`config.mk`:
```
export PLATFORM = sky130hd
export DESIGN_NAME = uart_echo_responder
export DESIGN_NICKNAME = d
export VERILOG_FILES = /design/src/rtl/uart_echo_responder.sv
export SDC_FILE = /design/constraint.sdc
export NUM_CORES = 1
export LEC_CHECK = 0
export ABC_AREA = 1
export CORE_ASPECT_RATIO = 2
export CORE_MARGIN = 2
export CORE_UTILIZATION = 54
export CTS_CLUSTER_SIZE = 24
export DETAILED_ROUTE_END_ITERATION = 12
export GPL_ROUTABILITY_DRIVEN = 0
export PLACE_DENSITY = 0.77
export SLEW_MARGIN = 40
export SYNTH_ARGS = -nofsm -noshare
export SYNTH_HDL_FRONTEND = slang
export SYNTH_SLANG_ARGS = --single-unit
```
`constraint.sdc`:
```
create_clock -name clk -period 2.05 [get_ports clk]
set_input_delay 0.5125 -clock clk [delete_from_list [all_inputs] [get_ports clk]]
set_output_delay 0.5125 -clock clk [all_outputs]
set_load 0.1 [all_outputs]
```
`src/rtl/uart_echo_responder.sv`:
```
// uart_echo_responder
// Far-end UART peer: receives 8N1 frames on RxD with 16x oversampling, buffers
// accepted bytes in a small FIFO and echoes them back on TxD. Reports every
// accepted byte, framing errors and FIFO overruns to local logic.
//
// Optional feature macro: PARITY_EN
//   defined   -> 8E1 frames, even-parity bit after the data bits on RX and TX
//   undefined -> 8N1 only, no parity state or parity logic
//
// RX FSM
//   state        | meaning
//   RX_IDLE      | line idle, waiting for a synced 1->0 edge
//   RX_START     | 8 ticks into the start bit, then re-check it (glitch filter)
//   RX_DATA      | sample 8 data bits LSB first, one every 16 ticks
//   RX_PARITY    | (PARITY_EN) sample parity bit, remember a mismatch
//   RX_STOP      | sample stop bit; 1 accepts (or drops on parity error), 0 is a framing error
//   RX_WAIT_IDLE | after a bad stop bit, wait for the line to return high
//
// TX FSM
//   state        | meaning
//   TX_IDLE      | TxD high; pop FIFO and start a frame when enabled
//   TX_START     | start bit (TxD=0) for 16 ticks
//   TX_DATA      | 8 data bits LSB first, 16 ticks each
//   TX_PARITY    | (PARITY_EN) even-parity bit for 16 ticks
//   TX_STOP      | stop bit (TxD=1) for 16 ticks
module uart_echo_responder #(
  parameter int CLK_FREQ   = 100_000_000,
  parameter int BAUD       = 9600,
  parameter int FIFO_DEPTH = 4
) (
  input  logic                          clk,
  input  logic                          reset,
  input  logic                          RxD,
  input  logic                          tx_enable,
  output logic                          TxD,
  output logic [7:0]                    rx_byte,
  output logic                          rx_valid,
  output logic                          frame_err,
  output logic                          overrun,
  output logic [$clog2(FIFO_DEPTH):0]   fifo_count
);

  localparam int DIV   = CLK_FREQ / (BAUD * 16);
  localparam int DIV_W = (DIV > 1) ? $clog2(DIV) : 1;
  localparam int PTR_W = $clog2(FIFO_DEPTH);
  localparam int CNT_W = PTR_W + 1;
  localparam logic [DIV_W-1:0] DIV_RELOAD = DIV_W'(DIV - 1);
  localparam logic [CNT_W-1:0] FIFO_FULL  = CNT_W'(FIFO_DEPTH);

  typedef enum logic [2:0] {
    RX_IDLE,
    RX_START,
    RX_DATA,
`ifdef PARITY_EN
    RX_PARITY,
`endif
    RX_STOP,
    RX_WAIT_IDLE
  } rx_state_t;

  typedef enum logic [2:0] {
    TX_IDLE,
    TX_START,
    TX_DATA,
`ifdef PARITY_EN
    TX_PARITY,
`endif
    TX_STOP
  } tx_state_t;

  logic             rxd_meta_q, rxd_meta_d;
  logic             rxd_sync_q, rxd_sync_d;
  logic             rxd_prev_q, rxd_prev_d;
  logic [DIV_W-1:0] div_q, div_d;
  logic             tick;

  rx_state_t        rx_state_q, rx_state_d;
  logic [3:0]       rx_tcnt_q, rx_tcnt_d;
  logic [2:0]       rx_bcnt_q, rx_bcnt_d;
  logic [7:0]       rx_shift_q, rx_shift_d;
`ifdef PARITY_EN
  logic             rx_perr_q, rx_perr_d;
`endif
  logic [7:0]       rx_byte_q, rx_byte_d;
  logic             rx_valid_q, rx_valid_d;
  logic             frame_err_q, frame_err_d;
  logic             overrun_q, overrun_d;
  logic             accept;

  logic [7:0]       mem [FIFO_DEPTH];
  logic [PTR_W-1:0] wr_ptr_q, wr_ptr_d;
  logic [PTR_W-1:0] rd_ptr_q, rd_ptr_d;
  logic [CNT_W-1:0] count_q, count_d;
  logic             full, push, pop;

  tx_state_t        tx_state_q, tx_state_d;
  logic [3:0]       tx_tcnt_q, tx_tcnt_d;
  logic [2:0]       tx_bcnt_q, tx_bcnt_d;
  logic [7:0]       tx_data_q, tx_data_d;
  logic             txd_q, txd_d;

  assign tick = (div_q == '0);

  // RxD synchronizer, edge history and free-running oversample divider
  always_comb begin
    rxd_meta_d = RxD;
    rxd_sync_d = rxd_meta_q;
    rxd_prev_d = rxd_sync_q;
    div_d      = tick ? DIV_RELOAD : div_q - DIV_W'(1);
  end

  // RX frame decoder; the byte is taken from the shift register in the stop-bit clk
  always_comb begin
    rx_state_d  = rx_state_q;
    rx_tcnt_d   = rx_tcnt_q;
    rx_bcnt_d   = rx_bcnt_q;
    rx_shift_d  = rx_shift_q;
`ifdef PARITY_EN
    rx_perr_d   = rx_perr_q;
`endif
    rx_byte_d   = rx_byte_q;
    rx_valid_d  = 1'b0;
    frame_err_d = frame_err_q;
    accept      = 1'b0;
    case (rx_state_q)
      RX_IDLE: begin
        if (rxd_prev_q && !rxd_sync_q) begin
          rx_state_d = RX_START;
          rx_tcnt_d  = 4'd0;
        end
      end
      RX_START: begin
        if (tick) begin
          if (rx_tcnt_q == 4'd7) begin
            rx_tcnt_d  = 4'd0;
            rx_bcnt_d  = 3'd0;
            rx_state_d = rxd_sync_q ? RX_IDLE : RX_DATA;
          end else begin
            rx_tcnt_d = rx_tcnt_q + 4'd1;
          end
        end
      end
      RX_DATA: begin
        if (tick) begin
          if (rx_tcnt_q == 4'd15) begin
            rx_tcnt_d  = 4'd0;
            rx_shift_d = {rxd_sync_q, rx_shift_q[7:1]};
            if (rx_bcnt_q == 3'd7) begin
`ifdef PARITY_EN
              rx_state_d = RX_PARITY;
`else
              rx_state_d = RX_STOP;
`endif
            end else begin
              rx_bcnt_d = rx_bcnt_q + 3'd1;
            end
          end else begin
            rx_tcnt_d = rx_tcnt_q + 4'd1;
          end
        end
      end
`ifdef PARITY_EN
      RX_PARITY: begin
        if (tick) begin
          if (rx_tcnt_q == 4'd15) begin
            rx_tcnt_d  = 4'd0;
            rx_perr_d  = rxd_sync_q ^ (^rx_shift_q);
            rx_state_d = RX_STOP;
          end else begin
            rx_tcnt_d = rx_tcnt_q + 4'd1;
          end
        end
      end
`endif
      RX_STOP: begin
        if (tick) begin
          if (rx_tcnt_q == 4'd15) begin
            rx_tcnt_d = 4'd0;
            if (!rxd_sync_q) begin
              frame_err_d = 1'b1;
              rx_state_d  = RX_WAIT_IDLE;
            end else begin
              rx_state_d = RX_IDLE;
`ifdef PARITY_EN
              if (rx_perr_q) begin
                frame_err_d = 1'b1;
              end else begin
                accept     = 1'b1;
                rx_byte_d  = rx_shift_q;
                rx_valid_d = 1'b1;
              end
`else
              accept     = 1'b1;
              rx_byte_d  = rx_shift_q;
              rx_valid_d = 1'b1;
`endif
            end
          end else begin
            rx_tcnt_d = rx_tcnt_q + 4'd1;
          end
        end
      end
      RX_WAIT_IDLE: begin
        if (rxd_sync_q) rx_state_d = RX_IDLE;
      end
      default: rx_state_d = RX_IDLE;
    endcase
  end

  // FIFO bookkeeping and TX frame generator; a pop frees a slot for a same-clk push
  always_comb begin
    pop        = (tx_state_q == TX_IDLE) && (count_q != '0) && tx_enable;
    full       = (count_q == FIFO_FULL);
    push       = accept && (!full || pop);
    overrun_d  = overrun_q | (accept & full & ~pop);
    wr_ptr_d   = push ? wr_ptr_q + PTR_W'(1) : wr_ptr_q;
    rd_ptr_d   = pop  ? rd_ptr_q + PTR_W'(1) : rd_ptr_q;
    case ({push, pop})
      2'b10:   count_d = count_q + CNT_W'(1);
      2'b01:   count_d = count_q - CNT_W'(1);
      default: count_d = count_q;
    endcase

    tx_state_d = tx_state_q;
    tx_tcnt_d  = tx_tcnt_q;
    tx_bcnt_d  = tx_bcnt_q;
    tx_data_d  = tx_data_q;
    txd_d      = txd_q;
    case (tx_state_q)
      TX_IDLE: begin
        txd_d = 1'b1;
        if (pop) begin
          tx_state_d = TX_START;
          tx_data_d  = mem[rd_ptr_q];
          tx_tcnt_d  = 4'd0;
          txd_d      = 1'b0;
        end
      end
      TX_START: begin
        if (tick) begin
          if (tx_tcnt_q == 4'd15) begin
            tx_tcnt_d  = 4'd0;
            tx_bcnt_d  = 3'd0;
            tx_state_d = TX_DATA;
            txd_d      = tx_data_q[0];
          end else begin
            tx_tcnt_d = tx_tcnt_q + 4'd1;
          end
        end
      end
      TX_DATA: begin
        if (tick) begin
          if (tx_tcnt_q == 4'd15) begin
            tx_tcnt_d = 4'd0;
            if (tx_bcnt_q == 3'd7) begin
`ifdef PARITY_EN
              tx_state_d = TX_PARITY;
              txd_d      = ^tx_data_q;
`else
              tx_state_d = TX_STOP;
              txd_d      = 1'b1;
`endif
            end else begin
              tx_bcnt_d = tx_bcnt_q + 3'd1;
              txd_d     = tx_data_q[tx_bcnt_d];
            end
          end else begin
            tx_tcnt_d = tx_tcnt_q + 4'd1;
          end
        end
      end
`ifdef PARITY_EN
      TX_PARITY: begin
        if (tick) begin
          if (tx_tcnt_q == 4'd15) begin
            tx_tcnt_d  = 4'd0;
            tx_state_d = TX_STOP;
            txd_d      = 1'b1;
          end else begin
            tx_tcnt_d = tx_tcnt_q + 4'd1;
          end
        end
      end
`endif
      TX_STOP: begin
        if (tick) begin
          if (tx_tcnt_q == 4'd15) begin
            tx_tcnt_d  = 4'd0;
            tx_state_d = TX_IDLE;
          end else begin
            tx_tcnt_d = tx_tcnt_q + 4'd1;
          end
        end
      end
      default: begin
        tx_state_d = TX_IDLE;
        txd_d      = 1'b1;
      end
    endcase
  end

  // FIFO storage; contents need no reset since the pointers define validity
  always_ff @(posedge clk) begin
    if (push) mem[wr_ptr_q] <= rx_shift_q;
  end

  // State registers; reset forces TxD high even in the middle of a frame
  always_ff @(posedge clk or negedge reset) begin
    if (!reset) begin
      rxd_meta_q  <= 1'b1;
      rxd_sync_q  <= 1'b1;
      rxd_prev_q  <= 1'b1;
      div_q       <= '0;
      rx_state_q  <= RX_IDLE;
      rx_tcnt_q   <= 4'd0;
      rx_bcnt_q   <= 3'd0;
      rx_shift_q  <= 8'd0;
`ifdef PARITY_EN
      rx_perr_q   <= 1'b0;
`endif
      rx_byte_q   <= 8'd0;
      rx_valid_q  <= 1'b0;
      frame_err_q <= 1'b0;
      overrun_q   <= 1'b0;
      wr_ptr_q    <= '0;
      rd_ptr_q    <= '0;
      count_q     <= '0;
      tx_state_q  <= TX_IDLE;
      tx_tcnt_q   <= 4'd0;
      tx_bcnt_q   <= 3'd0;
      tx_data_q   <= 8'd0;
      txd_q       <= 1'b1;
    end else begin
      rxd_meta_q  <= rxd_meta_d;
      rxd_sync_q  <= rxd_sync_d;
      rxd_prev_q  <= rxd_prev_d;
      div_q       <= div_d;
      rx_state_q  <= rx_state_d;
      rx_tcnt_q   <= rx_tcnt_d;
      rx_bcnt_q   <= rx_bcnt_d;
      rx_shift_q  <= rx_shift_d;
`ifdef PARITY_EN
      rx_perr_q   <= rx_perr_d;
`endif
      rx_byte_q   <= rx_byte_d;
      rx_valid_q  <= rx_valid_d;
      frame_err_q <= frame_err_d;
      overrun_q   <= overrun_d;
      wr_ptr_q    <= wr_ptr_d;
      rd_ptr_q    <= rd_ptr_d;
      count_q     <= count_d;
      tx_state_q  <= tx_state_d;
      tx_tcnt_q   <= tx_tcnt_d;
      tx_bcnt_q   <= tx_bcnt_d;
      tx_data_q   <= tx_data_d;
      txd_q       <= txd_d;
    end
  end

  assign TxD        = txd_q;
  assign rx_byte    = rx_byte_q;
  assign rx_valid   = rx_valid_q;
  assign frame_err  = frame_err_q;
  assign overrun    = overrun_q;
  assign fifo_count = count_q;

endmodule

```
* Word level (Yosys, flattened, before mapping)
Memories as Yosys holds them, arrays and structs flattened. A register that Yosys moved wholly into a read port is not among the register bits.
Cells that the tools add are included.
** Word-level totals
- Memories kept :: 1
- Input port bits :: 4
- Output and inout port bits :: 15
- Register bits :: 60
- Bits in writable memories :: 32
** Memory list
- mem :: words 4, bits a word 8, rd ports 1, clocked after memory_dff 1, write ports 1, line 90 : logic [7:0] mem [FIFO_DEPTH];
** Cells by class
- Order comparisons :: 1
- Reduce and logical (&&, ||, !) cells :: 30
- Multiplexer cells :: 58
- Equal/unequal tests :: 36
- $add $sub $neg :: 9
- Bitwise operators :: 6
** Operators by type and width (number)
- two-way mux 3 bit :: 26
- inequality test 2 bit, second input constant :: 19
- two-way mux 4 bit :: 8
- case mux 3 bit (2 select lines) :: 3
- case mux 3 bit (5 select lines) :: 1
- two-way mux 1 bit :: 13
- equality test 3 x 2 -> 1 bit, second input constant :: 4
- equality test 3 bit, second input constant :: 4
- case mux 3 bit (4 select lines) :: 1
- case mux 4 bit (3 select lines) :: 1
- AND reduction 4 bit :: 3
- AND reduction 6 bit :: 2
- zero test 10 bit :: 1
- two-way mux 10 bit :: 1
- subtractor 10 x 1 -> 10 bit, second input constant :: 1
- adder 3 x 1 -> 3 bit, second input constant :: 3
- AND reduction 9 bit :: 1
- adder 4 x 1 -> 4 bit, second input constant :: 2
- equality test 4 bit, second input constant :: 2
- case mux 4 bit (2 select lines) :: 1
- AND reduction 8 bit :: 1
- nonzero test 2 bit :: 4
- equality test 3 x 1 -> 1 bit, second input constant :: 2
- zero test 3 bit :: 2
- 22 further kinds :: 34

* Logic depth before layout (Yosys ltp)
- Depth in word-level cells :: 7
- Gate-level depth with buffers :: 16
- Gate-level depth less buffers :: 16

* Worst setup path after synthesis
No wires, ideal clock.
- Path type :: flip-flop to flip-flop
- From :: reg count_q[1], in the netlist fifo_count[1]
- To :: mem mem[0][0], enable pin
- Slack :: -367 ps
- Arrival time :: 2046 ps
- Buffers on the path :: 0
- Stages on the path, launching flop included :: 7
- Cell sequence :: dfrtp_1 nor2_1 nand2_1 nand3_2 nand3_1 nand2_2 nor2_1
** On the way
- Longest elaborated chain between the ends :: 7
- Elaborated cells between the ends (all ways) :: 9
- Classes of those cells :: eq/ne (1); mux (2); reduce/logical (6)
** Ends and longest elaborated chain
- start, declared :: line 93 : logic [CNT_W-1:0] count_q, count_d;
- start signal, assigned :: line 351 : count_q <= count_d;
- nonzero test 3 bit :: line 212 : pop = (tx_state_q == TX_IDLE) && (count_q != '0) && tx_enable;
- logical AND 1 bit (2 in series) :: line 212
- logical OR 1 bit (*) :: line 214 : push = accept && (!full || pop);
- logical AND 1 bit (*) :: line 214
- two-way mux 1 bit (*) :: line 304 : if (push) mem[wr_ptr_q] <= rx_shift_q;
- two-way mux 1 bit (implied by the code) (*) :: line 304
- end, declared :: line 90
Mark *: on every way between the ends. The rest lies on a longest branch, timed or not.

* Worst setup path after layout
- From :: reg rx_state_q[1]
- To :: reg count_q[2], in the netlist fifo_count[2]
** On the way
- Longest elaborated chain between the ends :: 5
- Elaborated cells between the ends (all ways) :: 7
- Classes of those cells :: eq/ne (3); mux (2); reduce/logical (2)
** Ends and longest elaborated chain
- start, declared :: line 77 : rx_state_t rx_state_q, rx_state_d;
- start signal, assigned :: line 338 : rx_state_q <= rx_state_d;
- equality test 3 x 2 -> 1 bit (*) :: line 125 : case (rx_state_q)
- two-way mux 1 bit (*) :: line 125
- logical AND 1 bit (*) :: line 214
- equality test 2 x 1 -> 1 bit or equality test 2 bit (tied branches) :: line 218 : case ({push, pop})
- case mux 3 bit (2 select lines) or nonzero test 2 bit (tied branches)
Marked as above.
A chain may end at the register's enable or synchronous reset.

==> results.ini <==
[sta]
fin_crit_ps = 1897
max_freq_ghz = 0.5271
setup_viol = 0
final_hold_viol_count = 0
holdWs_ps = 173.0
rsz0062_at_grt = yes
drv_slew = 0
slew_headroom_pct = 72.65
skew_ps = 6.989
tns_ps = 0
worst_slew_pin_slew_ps = 406.9
fin_ws_ps = 152.8
period_share_pct = 92.55

[grt]
grt_pass1_vias = 3388
overflow = 0
grt_antenna_before_repair = 0
grt_pass1_wl_mm = 14.93
grt_max_degree = 68
globalRouteTotalUtil_pct = 21.58

[routing]
m1WireLength_mm = 3.378
num_vias = 3236
ant_nets = 0
via_per_inst = 5.358
highest_layer = met4
routed_wl_mm = 8.745
drtIter0Drc = 132
met2_length_mm = 4.929
met3WireLength_um = 214
drtPass1Iterations = 4
drc_errors = 0
avgRoutedWirePerCell_um = 14.48

[placed_design]
place.port_buffers = 18
place_ws_ps = -16.52
hpwl_mm = 6.157
dp_cells = 587

[setup_path]
crit_top_cell = inv_1
rr_startpoint = rx_state_q[1]$_DFFE_PN0P_
r2r_slack_ps = 150
reg2reg_to = fifo_count[2]$_DFFE_PN0P_
crit_path_top_delay_cell = dfrtp_1
critPathArrivalTime_ps = 2130
crit_path_cell_trace = inv_1 -> nor2_2 -> inv_1 -> nor2_1 -> nand2_2 -> inv_2 -> nand2_4 -> nand2_2 -> inv_1 -> fa_2 -> inv_1 -> nand2_1 -> nand2_1 -> nand2_1 -> nand2_1 -> inv_1
cpPeakStageDelay_ps = 400
start_kind = flop
crit_fanout = 3
cp.required_ps = 2280
cp-end-kind = flop
worstSetupPathType = flop to flop
r2r_cells = 16

[die]
fp.dieW_um = 68.65
fp-row-count = 47
die-area_um2 = 9149
start_util_pct = 55.21
io_pins = 19
chipHeight_um = 133.3
core_um2 = 8174

[cts]
clockBufferDepth = 2
htreeDepth = 3
cts_made_buffers = 9
clockRootBuffer = clkbuf_16
insertion_delay_ps = 340
clock-sinks = 99
path_clk_slew_ps = 70
holdBufCountCts = 0
cts_tree = built

[synthesis]
synth_compound_area_share_pct = 10.62
synth_edf_count = 32
yosysMostFrequentCell = nand2_1
synthAdderAreaFrac_pct = 4.879
seq_area_frac_synth_pct = 58.55
syn_area_per_cell_um2 = 9.897
async_flop_share_pct = 67.68
yosysUniqueCellTypes = 46
synthSimpleGateAreaFrac_pct = 18.60
syn-num-nets = 477
synthFlopType = dfrtp_1
yosys_warnings = 0
synthMuxAreaShare_pct = 0.2495
synth_top_cell_by_area = dfrtp_1
ys_top_cells_by_count = 88 x nand2_1, 63 x dfrtp_1, 55 x inv_1
synth_xor_area_share_pct = 1.553
synth_top_family_by_area = simple AND/OR/NAND/NOR gates
synthesis.area_um2 = 4513
ys_ff_latch = 99
yosys-top-cells-area = dfrtp_1 35%, edfxtp_1 21%, nand2_1 7.3%
synth_top_area_share_pct = 34.93
syn_inst = 456

[final_layout]
nets = 522
instances_no_fill = 604
area_growth_pct = 19.27
n_antenna_cell = 0
postLayoutCoreUtil_pct = 65.85
drive_gt1_share_pct = 18.38

[power_and_ir_drop]
p_leak_nw = 2.552
max-vdd-ir-drop_uv = 1017
power.density_nw_per_um2 = 819.4

[outcome]
status = complete, no violations

[min_path]
hp-class = input pin to async pin

[flow_run]
maxCapViolations = 0

==> critical path, delay by kind of cell, from the launching register on <==
kind,cells,cell delay [ps]
simple gates,9,720
flops,1,400
fa+ha+maj,1,340
buf+inv,6,340
==> logic make-up (layout without fill, tap and decap cells) <==
group,count (synthesis),count (layout)
compound gates,86,86
buf+inv,65,115
simple gates,180,180
xor+xnor,8,8
mux,1,1
fa+ha+maj,17,17
flops,99,99
==> final cells by class <==
type,count,area (um2)
Tap cell,98,122.6
Clock buffer,10,229.0
Clock inverter,6,95.09
Timing Repair Buffer,41,410.4
Multi-Input combinational cell,292,1653
Inverter,58,219.0
Fill cell,619,2791
Sequential cell,99,2654
==> worst max-delay path by stage <==
stage / from / to / slack [ps] / depth (start not counted)
2_1_floorplan: div_q[0]$_DFF_PN0_ / fifo_count[2]$_DFFE_PN0P_ / 30 / 16
4_1_cts: rx_tcnt_q[0]$_DFFE_PN0P_ / fifo_count[2]$_DFFE_PN0P_ / 30 / 15
3_3_place_gp: tx_enable / fifo_count[2]$_DFFE_PN0P_ / 20 / 12
6_report: rx_state_q[1]$_DFFE_PN0P_ / fifo_count[2]$_DFFE_PN0P_ / 150 / 16
3_5_place_dp: tx_enable / fifo_count[2]$_DFFE_PN0P_ / -20 / 12
5_1_grt: rx_tcnt_q[0]$_DFFE_PN0P_ / fifo_count[2]$_DFFE_PN0P_ / -5 / 15
==> layer usage <==
metal	global-route usage, %	vias to the layer above
li1	-	1597
met1	25.00	1566
met2	37.29	56
met3	3.970	17
met4	9.444	0
met5	0	-
==> flip-flops by register name, summed over array words and instances, names as in the netlist <==
signal and cells:
rx_state_q 3, tx_state_q 2, rd_ptr_q 2, rxd_meta_q 1, rxd_prev_q 1, rxd_prev_d 1
rx_shift_q 8, rx_tcnt_q 4, fifo_count 3, rx_valid 1, tx_tcnt_q 4, rx_byte 8
overrun 1, frame_err 1, div_q 10, mem 32, tx_data_q 8, TxD 1
rx_bcnt_q 3, tx_bcnt_q 3, wr_ptr_q 2
==> where the power goes <==
group	total, W	internal, W	switching (W)
sequential	0.00211	0.00208	0.0000342
clock	0.00182	0.00108	0.000730
combinational	0.000485	0.000166	0.000320
total	0.00441	0.00333	0.00108
==> cell usage in the layout, fill, tap and decap left out, drive strengths merged, types with 8 or more instances in the layout <==
master,instances
a21oi,10
buf,39
clkbuf,10
dfrtp,63
edfxtp,32
ha,16
inv,59
nand2,95
nand3,21
nor2,50
o21ai,57
o22ai,8
==> timing repair <==
item | 4_1_cts | 5_1_grt
endpoints found under the setup margin | 0 | 36
resized for setup | 0 | 9
buffers inserted | 0 | 1
hold endpoints to repair | 0 | 0
==> per-stage QoR <==
stage	total power (W)	cell area (um2)
6_report	0.004411	5383
5_1_grt	0.004592	5383
4_1_cts	0.004419	5345
3_5_place_dp	0.002610	5021
3_3_place_gp	0.002593	5021
2_1_floorplan	0.002480	4527
Note: power is estimated with default switching activity, not from simulation.
